==> src/rtl/sprite_position_ctrl.sv <==
// sprite_position_ctrl
//
// Upstream control stage for the HDMI sprite pipeline. A raw push-button is
// synchronized and debounced; each debounced press captures a pseudo-random
// sprite position and pop flag from a free-running 16-bit LFSR into a pending
// slot. The pending value is committed to the outputs only when a frame-start
// pulse arrives, so the sprite never moves mid-frame.
//
// Ports:
//   clk_in        pixel clock, sole clock
//   rst_in        asynchronous, active-high reset
//   btn_in        raw asynchronous push-button
//   new_frame_in  one-cycle frame-start pulse from the video timing generator
//   x_out         sprite top-left x, 0..(H_ACTIVE-SPRITE_W)
//   y_out         sprite top-left y, 0..(V_ACTIVE-SPRITE_H)
//   pop_out       sprite pop/variant flag
//   update_out    one-cycle pulse in the cycle the outputs take a new value

module sprite_position_ctrl #(
  parameter int DEBOUNCE_CYCLES = 742500,
  parameter int H_ACTIVE        = 1280,
  parameter int V_ACTIVE        = 720,
  parameter int SPRITE_W        = 256,
  parameter int SPRITE_H        = 256
) (
  input  logic        clk_in,
  input  logic        rst_in,
  input  logic        btn_in,
  input  logic        new_frame_in,
  output logic [10:0] x_out,
  output logic [9:0]  y_out,
  output logic        pop_out,
  output logic        update_out
);

  localparam int XMAX  = H_ACTIVE - SPRITE_W;
  localparam int YMAX  = V_ACTIVE - SPRITE_H;
  localparam int CNT_W = $clog2(DEBOUNCE_CYCLES + 1);

  localparam logic [CNT_W-1:0] CNT_LAST  = CNT_W'(DEBOUNCE_CYCLES - 1);
  localparam logic [10:0]      XMAX_V    = 11'(XMAX);
  localparam logic [8:0]       YMAX_V    = 9'(YMAX);
  localparam logic [15:0]      LFSR_SEED = 16'hACE1;

  // IDLE: nothing waiting for a frame boundary; ARMED: a capture is pending
  typedef enum logic {
    IDLE  = 1'b0,
    ARMED = 1'b1
  } state_t;

  state_t state_q, state_d;

  logic             sync1_q, sync1_d;
  logic             sync2_q, sync2_d;
  logic             db_state_q, db_state_d;
  logic             db_prev_q, db_prev_d;
  logic [CNT_W-1:0] cnt_q, cnt_d;
  logic [15:0]      lfsr_q, lfsr_d;
  logic [10:0]      px_q, px_d;
  logic [8:0]       py_q, py_d;
  logic             pp_q, pp_d;
  logic [10:0]      x_q, x_d;
  logic [9:0]       y_q, y_d;
  logic             pop_q, pop_d;
  logic             update_q, update_d;

  logic             btn_sync;
  logic             press;
  logic             pending;
  logic             commit;
  logic [10:0]      cx;
  logic [8:0]       cy;
  logic [10:0]      px_cap;
  logic [8:0]       py_cap;

  // Synchronizer, debouncer and LFSR next-state logic
  always_comb begin
    sync1_d    = btn_in;
    sync2_d    = sync1_q;
    btn_sync   = sync2_q;

    db_state_d = db_state_q;
    db_prev_d  = db_state_q;
    cnt_d      = cnt_q;
    // The counter measures how long btn_sync has disagreed with the accepted
    // level; any return to agreement discards the partial count.
    if (btn_sync == db_state_q) begin
      cnt_d = '0;
    end else if (cnt_q == CNT_LAST) begin
      db_state_d = ~db_state_q;
      cnt_d      = '0;
    end else begin
      cnt_d = cnt_q + 1'b1;
    end

    // Only the 0->1 debounced edge counts as a press; release is silent
    press  = db_state_q & ~db_prev_q;

    lfsr_d = {lfsr_q[14:0], lfsr_q[15] ^ lfsr_q[13] ^ lfsr_q[12] ^ lfsr_q[10]};
  end

  // Fold the raw LFSR fields into the legal position range. The legal
  // configuration guarantees a single subtraction is enough.
  always_comb begin
    cx     = lfsr_q[10:0];
    cy     = lfsr_q[15:7];
    px_cap = (cx > XMAX_V) ? (cx - XMAX_V - 11'd1) : cx;
    py_cap = (cy > YMAX_V) ? (cy - YMAX_V - 9'd1) : cy;
  end

  // FSM state register
  always_ff @(posedge clk_in or posedge rst_in) begin
    if (rst_in) begin
      state_q <= IDLE;
    end else begin
      state_q <= state_d;
    end
  end

  // FSM next state: a press always (re)arms, a frame pulse disarms unless a
  // press lands in the same cycle
  always_comb begin
    state_d = state_q;
    case (state_q)
      IDLE: begin
        if (press) begin
          state_d = ARMED;
        end
      end
      ARMED: begin
        if (press) begin
          state_d = ARMED;
        end else if (new_frame_in) begin
          state_d = IDLE;
        end
      end
      default: state_d = IDLE;
    endcase
  end

  // FSM outputs: commit the old pending value and capture a new one
  // independently, so a simultaneous press and frame pulse does both
  always_comb begin
    pending  = (state_q == ARMED);
    commit   = new_frame_in & pending;

    x_d      = x_q;
    y_d      = y_q;
    pop_d    = pop_q;
    update_d = commit;
    if (commit) begin
      x_d   = px_q;
      y_d   = {1'b0, py_q};
      pop_d = pp_q;
    end

    px_d = px_q;
    py_d = py_q;
    pp_d = pp_q;
    if (press) begin
      px_d = px_cap;
      py_d = py_cap;
      pp_d = lfsr_q[0];
    end
  end

  // Datapath registers
  always_ff @(posedge clk_in or posedge rst_in) begin
    if (rst_in) begin
      sync1_q    <= 1'b0;
      sync2_q    <= 1'b0;
      db_state_q <= 1'b0;
      db_prev_q  <= 1'b0;
      cnt_q      <= '0;
      lfsr_q     <= LFSR_SEED;
      px_q       <= '0;
      py_q       <= '0;
      pp_q       <= 1'b0;
      x_q        <= '0;
      y_q        <= '0;
      pop_q      <= 1'b0;
      update_q   <= 1'b0;
    end else begin
      sync1_q    <= sync1_d;
      sync2_q    <= sync2_d;
      db_state_q <= db_state_d;
      db_prev_q  <= db_prev_d;
      cnt_q      <= cnt_d;
      lfsr_q     <= lfsr_d;
      px_q       <= px_d;
      py_q       <= py_d;
      pp_q       <= pp_d;
      x_q        <= x_d;
      y_q        <= y_d;
      pop_q      <= pop_d;
      update_q   <= update_d;
    end
  end

  assign x_out      = x_q;
  assign y_out      = y_q;
  assign pop_out    = pop_q;
  assign update_out = update_q;

endmodule

==> config.mk <==
export PLATFORM = sky130hd
export DESIGN_NAME = sprite_position_ctrl
export DESIGN_NICKNAME = d
export VERILOG_FILES = /design/src/rtl/sprite_position_ctrl.sv
export SDC_FILE = /design/constraint.sdc
export NUM_CORES = 1
export LEC_CHECK = 0
export CORE_UTILIZATION = 45
export CTS_CLUSTER_DIAMETER = 80
export CTS_CLUSTER_SIZE = 16
export DETAILED_ROUTE_END_ITERATION = 7
export PLACE_DENSITY = 0.78
export SLEW_MARGIN = 15
export SYNTH_ARGS = -nofsm -noshare
export SYNTH_HDL_FRONTEND = slang
export SYNTH_SLANG_ARGS = --single-unit
==> constraint.sdc <==
create_clock -name clk_in -period 2.9 [get_ports clk_in]
set_input_delay 0.58 -clock clk_in [delete_from_list [all_inputs] [get_ports clk_in]]
set_output_delay 0.58 -clock clk_in [all_outputs]
set_load 0.02 [all_outputs]
After elaboration in Yosys (flattened, before gate mapping)
Index checks and enable logic that the tools add are counted.
- muxes and demuxes: 8
- shifts and indexed selects: 0
- bitwise logic cells: 9
- eq/ne operators: 2
- reduce and logical (&&, ||, !) cells: 1
- div/mod/pow operators: 0
- order comparisons: 2
- $mul: 0
- add/subtract/negate cells: 5
- operators by type and width (kind ; count):
    20-bit 2-to-1 mux ; 2
    20-bit by 1-bit adder with 20-bit output (second input constant) ; 1
    20-bit equality test (second input constant) ; 1
    11-bit > comparator (second input constant) ; 1
    11-bit 2-to-1 mux ; 1
    11-bit by 1-bit subtractor with 11-bit output (second input constant) ; 1
    11-bit subtractor (second input constant) ; 1
    9-bit > comparator (second input constant) ; 1
    9-bit 2-to-1 mux ; 1
    9-bit by 1-bit subtractor with 9-bit output (second input constant) ; 1
    9-bit subtractor (second input constant) ; 1
    1-bit inverter ; 4
    1-bit 2-to-1 mux ; 3
    1-bit XOR ; 3
    1-bit bitwise AND ; 2
    1-bit case mux with 2 select lines ; 1
    2-bit AND reduction ; 1
    1-bit equality test ; 1
- latch bits: 0
- logic and storage cells: 41
- memory bits (read-only): 0
- output and inout bits: 23
- memories kept: 0
- bits in registers: 84
- RAM bits: 0

Longest topological paths before layout
- word-level depth: 4
- mapped depth: 6

Worst setup path after synthesis
Ideal clock, no wire load.
- kind: flip-flop to flip-flop
- start point: register cnt_q[2]
- end point: register db_state_q, in the netlist db_prev_d
- buffers on the path: 0
- cell stages (with the launch flop): 5
- clock period less this slack: 2091 ps
- library setup time: 125 ps
- slack: 809 ps
- arrival time: 1966 ps
- path through: dfrtp_1 -> or4_1 -> or4_4 -> nor3_1 -> mux2_2
- word-level cells in the longest chain between the ends: 2
- RTL lines (what ; RTL line ; source):
    start, declared ; 57 ; logic [CNT_W-1:0] cnt_q, cnt_d;
    start signal, assigned ; 188 ; cnt_q <= cnt_d;
    20-bit equality test ; 89 ; end else if (cnt_q == CNT_LAST) begin
    2-bit AND reduction (no line) ; n/a ;
    end signal, assigned ; 186 ; db_state_q <= db_state_d;
    end, declared ; 55 ; logic db_state_q, db_state_d;
No other way between the ends.
A chain may end at the register's enable or synchronous reset.

Worst setup path after layout
- start point: register cnt_q[2]
- end point: register cnt_q[13]
- word-level cells in the longest chain between the ends: 3
- elaborated cells between the ends (all ways): 4
- those cells by class: add/sub (1); eq/ne (1); mux (2)
- RTL lines (what ; RTL line ; source):
    20-bit by 1-bit adder with 20-bit output or 20-bit equality test (tied branches) ; 93, 89 ;
    20-bit 2-to-1 mux * ; 89 ;
    20-bit 2-to-1 mux * ; 87 ; if (btn_sync == db_state_q) begin
    net cnt_d[13] ; 57 ;
The timed path passes the listed nets; every way through them passes the cells marked *.

==> flow_summary_export.csv <==
group,metric,value,unit
worst_setup_path,cp_num_buf_inv,1,
timing,min_period,2.186,ns
pwr,leakagePower,1.836,nW
clock_network,cts_tree,"built",
timing,slew_headroom,0.2608,
yosys,synth.area.top_cells,"dfrtp_1 52%, mux2_2 6.7%, dfstp_2 5.7%",
floorplanning,die_h,92.49,um
placed_design,dp_hpwl,4481,um
placed_design,gp_congestion,0.7977,
worst_setup_path,cp_max_fo,20,
worst_setup_path,end_kind,"flop",
global_routing,grt_pass1_vias,2565,
timing,setup_viol,0,
yosys,ys_async_sr_fraction,1.000,
yosys,synth-main-ff-cell,"dfrtp_1",
worst_setup_path,reg2reg_from,"cnt_q[2]",
finish,fillers,672,
worst_setup_path,crit_type,"flop to flop",
global_routing,grt_antenna_before_repair,0,
worst_setup_path,worstPathCellList,"or4_1 > or4_4 > o31ai_4 > buf_4 > a21oi_1",
drt,wl,6510,um
global_routing,gr-total-overflow,0,
worst_setup_path,max_stage_delay,0.52,ns
placed_design,portBuffers,25,
yosys,yosysWarnings,0,
global_routing,gr-usage-all-layers,0.1728,
floorplanning,rows,32,
worst_setup_path,crit_path_end,"cnt_q[13]",
placed_design,placed_area,4041,um2
clock_network,htreeDepth,3,
worst_setup_path,cp.depth,5,
yosys,syn_nets,335,
yosys,netlist_top_cells_count,"76 x dfrtp_1, 28 x nand2_1, 22 x mux2_2",
timing,post-route-period-util,0.7536,
drt,via_per_inst,5.565,
timing,rsz0062_at_grt,"no",
drt,wl_per_cell,14.09,um
drt,ant_nets,0,
worst_setup_path,critPathSlowestCell,"or4_1",
finish,drive_gt1_frac,0.1750,
clock_network,cts-resized-gates,0,
clock_network,cts_buffer_depth,2,
timing,fin_skew,0.01049,ns
worst_setup_path,r2r_end,"cnt_q[13]",
worst_setup_path,cp-startpoint,"cnt_q[2]",
drt,first_iter_violations,166,
worst_setup_path,cp_top_family,"simple AND/OR/NAND/NOR gates",
drt,firstDrtPassIters,4,
timing,finalMaxSlewViolations,0,
floorplanning,initial_core_util,0.4720,
clock_network,root_buffer,"clkbuf_8",
clock_network,hold_buffers,0,
yosys,synth.most_common_cell,"dfrtp_1",
yosys,yosysTopAreaCell,"dfrtp_1",
worst_setup_path,ff2ff_path_depth,5,
clock_network,clkSinkCount,84,
timing,fin_setup_tns,0,ns
timing,hold_viol,0,
finish,syn_to_final_growth,14.70,%
floorplanning,core,7807,um2
clock_network,clkTransAtPathRegs,0.08,ns
placed_design,placedCellCount,446,
worst_setup_path,cp.required,3.12,ns
run_status,status,"finished clean",
worst_hold_path,hold_class,"flop to flop",
timing,worstMarginPinSlew,1.109,ns
pwr,vdd_drop_max,0.2783,mV
finish,regArea,2112,um2
finish,nets,364,
yosys,synth_top_cell_area_share,0.5161,
yosys,ys_seq_area_frac,0.5732,
worst_setup_path,arrival,2.41,ns
yosys,ys_seq_elements,84,
pwr,powerDensity,468.4,nW/um2
yosys,syn_area,3685,um2
timing,fmax,457.5,MHz
finish,fin_area,4227,um2
yosys,synth_cell_types,51,
job,max_cap_viol_count,0,
clock_network,clk-insertion-delay-late,0.35,ns
finish,antenna_cells,0,
finish,finalNonFillerCells,462,
floorplanning,pin_count,27,
drt,vias,2571,
yosys,postSynthCellCount,326,
placed_design,pre_cts_slack,0.7250,ns
yosys,synth_edf_count,0,
yosys,syn_avg_cell_area,11.30,um2
clock_network,post-cts-setup-buffer-count,0,
clock_network,numCtsBuffers,9,
worst_setup_path,r2r_setup_slack,0.71,ns
global_routing,grt_max_degree,42,
finish,multi_input_area,1441,um2
floorplanning,die_area,8554,um2
worst_setup_path,cp-start-kind,"flop",
floorplanning,fp.dieW,92.49,um
timing,setup_ws,0.7144,ns
global_routing,grt_pass1_wl,11650,um
drt,remaining_drc_errors,0,
area by class of cell:
class                           count  area share
Clock inverter                      6     0.01125
Tap cell                          102     0.03020
Inverter                           15     0.01362
Multi-Input combinational cell    213      0.3410
Clock buffer                       10     0.03256
Timing Repair Buffer               32     0.07164
Sequential cell                    84      0.4997
sequential cells by signal (all words and copies together), names as in the netlist, 9 cells and up:
signal	flops
y_out	9
x_out	11
py_q	9
cnt_q	20
lfsr_q	16
px_q	11
routing by layer:
metal / up-vias / GRT usage / share of wire
met1: 1273 / 0.2092 / 0.45
met4: 0 / 0.05078 / 0.016
met2: 61 / 0.2914 / 0.50
met3: 14 / 0.05911 / 0.041
met5: - / 0 / 0
li1: 1223 / - / -
per-stage QoR:
step | hold slack [ns] | power [mW] | utilization
final | 0.3510 | 1.980 | 0.5413
after detailed placement | 0.3347 | 1.250 | 0.5176
after global routing | 0.3612 | 2.070 | 0.5413
after global placement | 0.3339 | 1.250 | 0.5176
after floorplan | 0.3312 | 1.236 | -
after CTS | 0.3518 | 2.005 | 0.5413
kinds of logic after synthesis:
| family | count (synthesis) | synth area share |
|---|---|---|
| other | 1 | 0.001018 |
| and+or+nand+nor | 110 | 0.1599 |
| buffers and inverters | 29 | 0.03565 |
| xor gates and xnor gates | 18 | 0.04278 |
| AOI/OAI and AO/OA | 57 | 0.1032 |
| muxes | 22 | 0.06723 |
| DFF | 84 | 0.5732 |
| adders and majority gates | 5 | 0.01698 |
worst register-to-register path: cells and delay by family (launching register included):
kind                   cells  cell delay [ns]
and+or+nand+nor            2             1.03
AOI/OAI and AO/OA          2             0.30
buffers and inverters      1             0.27
DFF                        1             0.46
where the power goes:
group / leakage [nW] / internal (mW) / total [mW] / switching, mW
clock: 0.0811 / 0.338 / 0.754 / 0.416
sequential: 1.14 / 1.18 / 1.18 / 0.00591
combinational: 0.617 / 0.0121 / 0.0445 / 0.0324
how the worst min path moves through the flow:
stage	start	endpoint	cells after the start
global placement	sync1_q	btn_sync	0
finish	sync1_q	btn_sync	0
CTS	sync1_q	btn_sync	0
global route	sync1_q	btn_sync	0
floorplan	sync1_q	btn_sync	0
detailed placement	sync1_q	btn_sync	0
cells in the final DEF, fill, tap and decap left out, drive strengths merged, types with 4 or more instances in the layout:
cell / n
ha: 5
clkbuf: 10
a31oi: 4
o21ai: 17
nand4: 5
dfstp: 8
xor2: 7
inv: 15
clkdlybuf4s50: 25
nand2: 28
or4: 10
mux2: 22
a21oi: 13
xnor2: 11
buf: 7
and3: 4
nand3: 18
o31ai: 7
nor2: 21
nor3: 6
clkinvlp: 4
or3: 6
dfrtp: 76
Note: power is estimated with default switching activity, not from simulation.
